$ cat config.mk
export PLATFORM = sky130hd
export DESIGN_NAME = semaforo_monitor
export DESIGN_NICKNAME = d
export VERILOG_FILES = /design/src/rtl/semaforo_pkg.sv /design/src/rtl/semaforo_dwell_cnt.sv /design/src/rtl/semaforo_monitor.sv
export SDC_FILE = /design/constraint.sdc
export NUM_CORES = 1
export LEC_CHECK = 0
export BUFFER_PORTS_ARGS = -buffer_cell sky130_fd_sc_hd__buf_2
export CAP_MARGIN = 20
export CORE_ASPECT_RATIO = 1.25
export CORE_MARGIN = 2
export CORE_UTILIZATION = 40
export CTS_CLUSTER_SIZE = 10
export DETAILED_ROUTE_END_ITERATION = 16
export GPL_TIMING_DRIVEN = 0
export REMOVE_ABC_BUFFERS = 1
export SYNTH_ARGS = -nofsm -noshare
export SYNTH_HDL_FRONTEND = slang
export SYNTH_SLANG_ARGS = --single-unit
export TNS_END_PERCENT = 50
$ cat constraint.sdc
create_clock -name clk -period 3.6 [get_ports clk]
set_input_delay 0 -clock clk [delete_from_list [all_inputs] [get_ports clk]]
set_output_delay 0 -clock clk [all_outputs]
set_load 0.01 [all_outputs]
$ cat src/rtl/semaforo_pkg.sv
// Shared types and decode helpers for the traffic-light monitor.
// LED vectors are packed as {red, yellow, green}.
package semaforo_pkg;

  typedef enum logic [1:0] {
    PH_RED    = 2'd0,
    PH_GREEN  = 2'd1,
    PH_YELLOW = 2'd2,
    PH_UNK    = 2'd3
  } phase_e;

  // Encodings match phase_e so the phase output is the state itself.
  typedef enum logic [1:0] {
    StRed    = 2'd0,
    StGreen  = 2'd1,
    StYellow = 2'd2,
    StSync   = 2'd3
  } state_e;

  localparam logic [2:0] LedRed    = 3'b100;
  localparam logic [2:0] LedYellow = 3'b010;
  localparam logic [2:0] LedGreen  = 3'b001;

  function automatic phase_e next_phase(phase_e ph);
    phase_e res;
    case (ph)
      PH_RED:    res = PH_GREEN;
      PH_GREEN:  res = PH_YELLOW;
      PH_YELLOW: res = PH_RED;
      default:   res = PH_UNK;
    endcase
    return res;
  endfunction

  function automatic phase_e leds2phase(logic [2:0] leds);
    phase_e res;
    case (leds)
      LedRed:    res = PH_RED;
      LedGreen:  res = PH_GREEN;
      LedYellow: res = PH_YELLOW;
      default:   res = PH_UNK;
    endcase
    return res;
  endfunction

endpackage

$ cat src/rtl/semaforo_dwell_cnt.sv
// Saturating per-phase dwell counter with MIN/MAX window flags.
module semaforo_dwell_cnt #(
  parameter int unsigned DWELL_W   = 16,
  parameter int unsigned MIN_DWELL = 1,
  parameter int unsigned MAX_DWELL = 1
) (
  input  logic               clk,
  input  logic               rst,
  input  logic               clr,
  input  logic               load1,
  input  logic               inc,
  output logic [DWELL_W-1:0] value,
  output logic               below_min,
  output logic               above_max
);

  logic [DWELL_W-1:0] cnt_q, cnt_d;

  always_comb begin
    cnt_d = cnt_q;
    if (clr) begin
      cnt_d = '0;
    end else if (load1) begin
      cnt_d = DWELL_W'(1);
    end else if (inc && (cnt_q != '1)) begin
      cnt_d = cnt_q + DWELL_W'(1);
    end
  end

  always_ff @(posedge clk) begin
    if (rst) begin
      cnt_q <= '0;
    end else begin
      cnt_q <= cnt_d;
    end
  end

  assign value     = cnt_q;
  assign below_min = (cnt_q < DWELL_W'(MIN_DWELL));
  // Set when one more clock in the same phase would exceed MAX_DWELL.
  assign above_max = (cnt_q >= DWELL_W'(MAX_DWELL));

endmodule

$ cat src/rtl/semaforo_monitor.sv
// Passive checker for the traffic-light LEDs: phase tracking, order and
// dwell checks, cycle counting and sticky fault flags.
module semaforo_monitor
  import semaforo_pkg::*;
#(
  parameter int unsigned DWELL_W   = 16,
  parameter int unsigned MIN_DWELL = 1,
  parameter int unsigned MAX_DWELL = 1,
  parameter int unsigned CYC_W     = 16
) (
  input  logic               clk,
  input  logic               rst,
  input  logic               green_led,
  input  logic               yellow_led,
  input  logic               red_led,
  input  logic               maint,
  input  logic               clr_faults,
  output logic [1:0]         phase,
  output logic               locked,
  output logic               fault_pattern,
  output logic               fault_seq,
  output logic               fault_dwell,
  output logic [CYC_W-1:0]   cycle_cnt,
  output logic [DWELL_W-1:0] last_dwell
);

  logic [2:0]         s_leds_q;
  state_e             state_q, state_d;
  logic               locked_q, locked_d;
  logic               checked_q, checked_d;
  logic               max_hit_q, max_hit_d;
  logic               fault_pat_q, fault_seq_q, fault_dwl_q;
  logic [CYC_W-1:0]   cyc_q, cyc_d;
  logic [DWELL_W-1:0] last_q, last_d;

  logic               set_pat, set_seq, set_dwl;
  logic               dw_clr, dw_load, dw_inc;
  logic [DWELL_W-1:0] dw_value;
  logic               dw_below_min, dw_above_max;
  phase_e             cur_ph, st_ph;

  semaforo_dwell_cnt #(
    .DWELL_W   (DWELL_W),
    .MIN_DWELL (MIN_DWELL),
    .MAX_DWELL (MAX_DWELL)
  ) u_dwell (
    .clk       (clk),
    .rst       (rst),
    .clr       (dw_clr),
    .load1     (dw_load),
    .inc       (dw_inc),
    .value     (dw_value),
    .below_min (dw_below_min),
    .above_max (dw_above_max)
  );

  assign cur_ph = leds2phase(s_leds_q);
  assign st_ph  = phase_e'(state_q);

  always_comb begin
    state_d   = state_q;
    locked_d  = locked_q;
    checked_d = checked_q;
    max_hit_d = max_hit_q;
    cyc_d     = cyc_q;
    last_d    = last_q;
    set_pat   = 1'b0;
    set_seq   = 1'b0;
    set_dwl   = 1'b0;
    dw_clr    = 1'b0;
    dw_load   = 1'b0;
    dw_inc    = 1'b0;

    if (maint) begin
      state_d  = StSync;
      locked_d = 1'b0;
      dw_clr   = 1'b0 | 1'b1;
    end else begin
      unique case (state_q)
        StSync: begin
          if (cur_ph != PH_UNK) begin
            // First phase after a resync is partial: never MIN-checked.
            state_d   = state_e'(cur_ph);
            dw_load   = 1'b1;
            checked_d = 1'b0;
            max_hit_d = 1'b0;
          end else if (s_leds_q != 3'b000) begin
            set_pat = 1'b1;
          end
        end
        StRed, StGreen, StYellow: begin
          if (cur_ph == PH_UNK) begin
            set_pat  = 1'b1;
            state_d  = StSync;
            locked_d = 1'b0;
            dw_clr   = 1'b1;
          end else if (cur_ph == st_ph) begin
            dw_inc = 1'b1;
            if (dw_above_max && !max_hit_q) begin
              set_dwl   = 1'b1;
              max_hit_d = 1'b1;
            end
          end else if (cur_ph == next_phase(st_ph)) begin
            state_d   = state_e'(cur_ph);
            locked_d  = 1'b1;
            dw_load   = 1'b1;
            checked_d = 1'b1;
            max_hit_d = 1'b0;
            if (checked_q) begin
              last_d  = dw_value;
              set_dwl = dw_below_min;
            end
            if ((st_ph == PH_YELLOW) && locked_q) begin
              cyc_d = cyc_q + CYC_W'(1);
            end
          end else begin
            set_seq   = 1'b1;
            state_d   = state_e'(cur_ph);
            locked_d  = 1'b0;
            dw_load   = 1'b1;
            checked_d = 1'b0;
            max_hit_d = 1'b0;
          end
        end
      endcase
    end
  end

  always_ff @(posedge clk) begin
    if (rst) begin
      s_leds_q    <= 3'b000;
      state_q     <= StSync;
      locked_q    <= 1'b0;
      checked_q   <= 1'b0;
      max_hit_q   <= 1'b0;
      fault_pat_q <= 1'b0;
      fault_seq_q <= 1'b0;
      fault_dwl_q <= 1'b0;
      cyc_q       <= '0;
      last_q      <= '0;
    end else begin
      s_leds_q    <= {red_led, yellow_led, green_led};
      state_q     <= state_d;
      locked_q    <= locked_d;
      checked_q   <= checked_d;
      max_hit_q   <= max_hit_d;
      // A fault raised on the same edge as clr_faults wins.
      fault_pat_q <= (fault_pat_q & ~clr_faults) | set_pat;
      fault_seq_q <= (fault_seq_q & ~clr_faults) | set_seq;
      fault_dwl_q <= (fault_dwl_q & ~clr_faults) | set_dwl;
      cyc_q       <= cyc_d;
      last_q      <= last_d;
    end
  end

  assign phase         = st_ph;
  assign locked        = locked_q;
  assign fault_pattern = fault_pat_q;
  assign fault_seq     = fault_seq_q;
  assign fault_dwell   = fault_dwl_q;
  assign cycle_cnt     = cyc_q;
  assign last_dwell    = last_q;

endmodule

=== Word-level counts from Yosys, hierarchy flattened ===
Cells that the tools add are included.

* $add $sub $neg: 2
* Magnitude comparators: 2
* Equal/unequal tests: 17
* Muxes and demuxes: 50
* Bitwise logic cells: 10
* Reductions and logical operators: 17

{| class="wikitable"
|+ Operator list
! cell !! number
|-
| $mux W1 || 36
|-
| $add A16 B1 Y16 const B || 2
|-
| $ge A16 B1 Y1 const B || 1
|-
| $lt A16 B1 Y1 const B || 1
|-
| $ne A16 B16 Y1 const B || 1
|-
| $mux W2 || 7
|-
| $pmux W2 S3 || 2
|-
| $reduce_and A6 Y1 || 2
|-
| $ne A2 B2 Y1 const B || 5
|-
| $pmux W1 S2 || 4
|-
| $reduce_and A4 Y1 || 2
|-
| $eq A2 B2 Y1 const B || 3
|-
| $ne A3 B3 Y1 const B || 2
|-
| $reduce_or A3 Y1 || 2
|-
| $eq A2 B2 Y1 || 2
|-
| $not A1 Y1 || 4
|-
| $pmux W2 S2 || 1
|-
| $reduce_and A2 Y1 || 2
|-
| $reduce_or A2 Y1 || 2
|-
| $and A1 B1 Y1 || 3
|-
| $eq A3 B1 Y1 const B || 1
|-
| $eq A3 B2 Y1 const B || 1
|-
| $eq A3 B3 Y1 const B || 1
|-
| $logic_and A1 B1 Y1 || 3
|-
| 6 further kinds || 8
|}

* Bits in registers: 59
* Bits of input ports: 7
* Output and inout bits: 38
* Logic and storage cells: 110

=== Depth between registers and ports, before layout ===
* Depth in word-level cells: 14
* Gate-level depth with buffers: 9
* Gate-level depth less buffers: 7

=== By module ===
From an unflattened synthesis, not the netlist that was laid out.

* Cells, all modules: 375
* Area, all modules: 3261.9 sq um

{| class="wikitable"
|+ Modules (own cells, without submodules)
! module !! instances !! cells each !! area an instance (sq um) !! seq. area each (sq um)
|-
| semaforo_monitor || 1 || 267 || 2379.8 || 860.8
|-
| semaforo_dwell_cnt || 1 || 108 || 882.1 || 320.3
|}

=== Least setup slack after synthesis ===
No wires, ideal clock.

* Path kind: register to register
* Start: reg state_q[1] (netlist: phase[1])
* End: reg last_q[10] (netlist: last_dwell[10])
* Setup time: 72 ps
* Arrival: 2549 ps
* Data required time: 3528 ps
* Setup slack: 979 ps
* Cell stages (with the launch flop): 9
* Path buffers: 1
* Clock period less this slack: 2621 ps
* Cell sequence: dfxtp_1 inv_1 ha_1 or2_2 nor4_2 a221oi_4 nor4_4 buf_6 mux2i_1

* Word-level cells in the longest chain between the ends: 8
* Elaborated cells between the ends (all ways): 13

{| class="wikitable"
|+ RTL lines
! item !! RTL line !! text
|-
| start, declared || semaforo_monitor.sv:28 || <nowiki>state_e state_q, state_d;</nowiki>
|-
| start signal, assigned || semaforo_monitor.sv:132 || <nowiki>state_q <= StSync;</nowiki>
|-
| start signal, assigned || semaforo_monitor.sv:143 || <nowiki>state_q <= state_d;</nowiki>
|-
| $eq A2 B2 Y1, or another cell as far along || semaforo_pkg.sv:26, semaforo_monitor.sv:79 ||
|-
| $pmux W2 S3 || semaforo_pkg.sv:26 || <nowiki>case (ph)</nowiki>
|-
| $mux W2 || semaforo_monitor.sv:97 || <nowiki>end else if (cur_ph == st_ph) begin</nowiki>
|-
| $mux W2 || semaforo_monitor.sv:92 || <nowiki>if (cur_ph == PH_UNK) begin</nowiki>
|-
| $mux W2 || semaforo_monitor.sv:79 || <nowiki>unique case (state_q)</nowiki>
|-
| $mux W2 || semaforo_monitor.sv:74 || <nowiki>if (maint) begin</nowiki>
|-
| $eq A2 B2 Y1 || semaforo_monitor.sv:103 || <nowiki>end else if (cur_ph == next_phase(st_ph)) begin</nowiki>
|-
| $reduce_and A6 Y1 (no source line) * || -- ||
|-
| end signal, assigned || semaforo_monitor.sv:152 || <nowiki>last_q <= last_d;</nowiki>
|-
| end, declared || semaforo_monitor.sv:34 || <nowiki>logic [DWELL_W-1:0] last_q, last_d;</nowiki>
|}

Every way passes the cells marked *; elsewhere a longest branch is shown, timed or not. The select of a mux whose other input is x is not followed.
A chain may end at the register's enable or synchronous reset.

=== Worst setup path in the final report ===
* Start: reg state_q[0] (netlist: phase[0])
* End: reg fault_dwl_q (netlist: fault_dwell)

* Word-level cells in the longest chain between the ends: 13
* Elaborated cells between the ends (all ways): 17

{| class="wikitable"
|+ RTL lines
! item !! RTL line !! text
|-
| $eq A2 B2 Y1, or another cell as far along || semaforo_pkg.sv:26, semaforo_monitor.sv:79 ||
|-
| $pmux W2 S3 || semaforo_pkg.sv:26 ||
|-
| $mux W2 || semaforo_monitor.sv:97 ||
|-
| $mux W2 || semaforo_monitor.sv:92 ||
|-
| $mux W2 || semaforo_monitor.sv:79 ||
|-
| $mux W2 || semaforo_monitor.sv:74 ||
|-
| $eq A2 B2 Y1 || semaforo_monitor.sv:103 ||
|-
| $mux W1 || semaforo_monitor.sv:103 ||
|-
| $mux W1 || semaforo_monitor.sv:97 ||
|-
| $mux W1 || semaforo_monitor.sv:92 ||
|-
| $mux W1 * || semaforo_monitor.sv:79 ||
|-
| $mux W1 * || semaforo_monitor.sv:74 ||
|-
| $or A1 B1 Y1 * || semaforo_monitor.sv:150 || <nowiki>fault_dwl_q <= (fault_dwl_q & ~clr_faults) | set_dwl;</nowiki>
|-
| end signal, assigned || semaforo_monitor.sv:150 ||
|-
| end, declared || semaforo_monitor.sv:32 || <nowiki>logic fault_pat_q, fault_seq_q, fault_dwl_q;</nowiki>
|}

Marked as above.

==> flow_summary_export.csv <==
group,metric,value,unit
run_status,status,"complete, no violations",
clocking,post_cts_resized,0,
power,netSwitchingPower,385,µW
timing,hold_viol_final,0,
synthesis,synth.avg_cell_area,8.55,µm²
global_routing,met3_usage,3.84,%
setup_path,r2r_cells,7,
synthesis,yosys-top-cells-count,"dfxtp_1, nand2_1, a21oi_1",
synthesis,synth_cells,388,
placement,dp_cells,506,
clocking,clkLatencyLatePin,0.35,ns
power,powerDensity,396,nW/µm²
setup_path,criticalPathCategory,"reg -> reg",
power,sequentialPowerShare,44.3,%
synthesis,synth_top_area_share,35.6,%
drt,drtIter0Drc,95,
setup_path,required,3.83,ns
worst_hold_path,whs_path_depth,3,
timing,fin_tns_setup,0,ns
drt,num_vias,3097,
timing,slew_violations,0,
final_layout,nFillCells,831,
timing,fin_worst_skew,0.00705,ns
global_routing,overflow,0,
power,p_comb_share,9.2,%
placement,placement.io_buffers,44,
setup_path,cp.arrival,3.52,ns
drt,first_pass_iters,5,
clocking,cts-htree-levels,3,
power,p_int,1130,µW
synthesis,yosysMostFrequentCell,"dfxtp_1",
drt,viasPerCell,5.88,
clocking,cts_buffers,9,
power,clkPwrFrac,46.4,%
floorplanning,die-width,85.4,µm
global_routing,grt_pass1_wl,13300,µm
drt,wire_per_inst,15.4,µm
power,sw_frac_of_total,25.5,%
synthesis,syn_area,3320,µm²
final_layout,layout.nets,441,
clocking,hold_buffers,4,
floorplanning,coreArea,8150,µm²
floorplanning,ios,45,
timing,relSlewSlack,29.2,%
synthesis,synthFlopType,"dfxtp_1",
setup_path,slowest_delay,0.89,ns
timing,min_period,3.29,ns
final_layout,final_cells,527,
synthesis,ys_warn_count,0,
drt,drc,0,
clocking,path_clk_slew,0.07,ns
setup_path,cpMaxStageDelayCell,"a221oi_4",
synthesis,ys_ff_latch,59,
placement,place_congestion,0.773,
synthesis,yosysSeqAreaShare,35.6,%
drt,drt_wl_total,8130,µm
clocking,cts_tree,"done",
synthesis,synth_area_leader_cell,"dfxtp_1",
timing,tightest_slew,1.06,ns
flow_run,drv_cap,0,
power,power_leakage,0.00137,µW
floorplanning,rows,37,
global_routing,antenna_found_initial,0,
global_routing,grt_start_max_net_pins,36,
setup_path,start_kind,"register",
synthesis,synth_area_leaders,"dfxtp_1, nand2_1, mux2i_1",
setup_path,path_cells,"inv_1 -> ha_1 -> mux2_2 -> a221oi_4 -> nor4_4 -> buf_8 -> a221o_1",
final_layout,n_antenna_cell,0,
synthesis,synthArstFlopShare,0,%
synthesis,synth_edf_count,0,
setup_path,end_kind,"register",
setup_path,critPathMaxFanout,26,
placement,hpwl,5560,µm
final_layout,drive_above_1_share,18.8,%
timing,fmax,304,MHz
clocking,post-cts-setup-buffers,0,
timing,post-route-period-util,91.5,%
timing,setup_violations,0,
clocking,root_buffer,"clkbuf_8",
global_routing,grt.met2_usage,31.1,%
floorplanning,die_area,9040,µm²
global_routing,grt_usage,18.2,%
global_routing,gr-max-usage-layer,"met2",
final_layout,syn_to_final_growth,15.0,%
power,ir_worst_vdd,261,µV
global_routing,first_global_vias,2837,
floorplanning,die_h,106,µm
global_routing,met1_usage,22.0,%
synthesis,yosys.cell_types.count,63,
worst_hold_path,hold_path_class,"in -> reg",
clocking,clockBufferDepth,2,
floorplanning,start_util,40.7,%
final_layout,multiInputGateArea,1950,µm²
timing,rsz0062_at_grt,"false",
drt,ant_nets,0,
final_layout,seq_area,1180,µm²
clocking,clock-sinks,59,
## cell families after synthesis
logic type | synth area share (%)
simple gates | 27.9
xor+xnor | 0.830
flops | 35.6
mux | 5.81
buf+inv | 5.62
fa+ha+maj | 3.70
compound gates | 20.5
## through the flow
| stage | setup WS, ns | power (µW) | hold slack (ns) | utilization, % | area (µm²) |
|---|---|---|---|---|---|
| 2_1_floorplan | 0.665 | 776 | 0.0691 | - | 3180 |
| 3_3_place_gp | 0.0859 | 817 | 0.209 | 43.2 | 3520 |
| 3_5_place_dp | 0.334 | 821 | 0.216 | 43.4 | 3540 |
| 4_1_cts | 0.295 | 1520 | 0.0629 | 46.7 | 3800 |
| 5_1_grt | 0.0753 | 1570 | 0.0896 | 46.8 | 3810 |
| 6_report | 0.306 | 1510 | 0.0600 | 46.8 | 3810 |
## power by group through the flow
stage          clock network (µW)  logic (µW)  registers (µW)
2_1_floorplan                   0        94.0             682
4_1_cts                       714         140             669
6_report                      701         139             670
5_1_grt                       740         155             671
3_3_place_gp                    0         133             684
3_5_place_dp                    0         136             684
## per-layer routing
| metal | share of wire [%] | vias up |
|---|---|---|
| met5 | 0 | - |
| met4 | 1.7 | 0 |
| met3 | 3.6 | 12 |
| met2 | 50 | 52 |
| met1 | 44 | 1487 |
| li1 | - | 1546 |
## final timing paths
check | from | to | slack, ns
worst max-delay path | phase[0] | fault_dwell | 0.31
worst min-delay path | maint | phase[1] | 0.06
worst max register to register | phase[0] | fault_dwell | 0.31
worst min register to register | last_dwell[13] | last_dwell[13] | 0.46
## critical path: cells and delay by family (launching register included)
family | cells | cell delay [ns]
simple gates | 1 | 0.25
mux | 1 | 0.39
compound gates | 2 | 1.22
flops | 1 | 0.53
buf+inv | 2 | 0.38
fa+ha+maj | 1 | 0.38
## cells in the final DEF, fill, tap and decap left out, drive strengths merged, types with 3 or more instances in the layout
cell         netlist  routed
a31o               3       3
nand4             11      11
a21o               5       5
a21oi             30      30
nand2             53      53
inv               13      13
nor2b              4       4
a311oi             3       3
nor4              11      11
and3               3       3
or3                3       3
dlygate4sd3        0       4
a31oi              3       3
dfxtp             59      59
o31ai             21      21
ha                 9       9
clkbuf            17      11
clkinv             1       4
nand3             17      17
nor2              20      20
and4               3       3
mux2i             17      17
nor3               8       8
or4               21      21
buf                7      46
o21ai              7       7
## registers in the layout, indices dropped and copies added, names as in the netlist, 2 cells and up
name	flops
phase	2
s_leds_q	3
u_dwell.value	16
last_dwell	16
cycle_cnt	16
## final cells by class
type,count,share of cell area (%)
clock buffer,11,3.97
multi-input combinational,291,51.1
timing repair buffer,50,7.42
inverter,14,1.38
sequential,59,31.0
tap,97,3.18
clock inverter,5,1.97
Power figures use the tool's default switching activity.
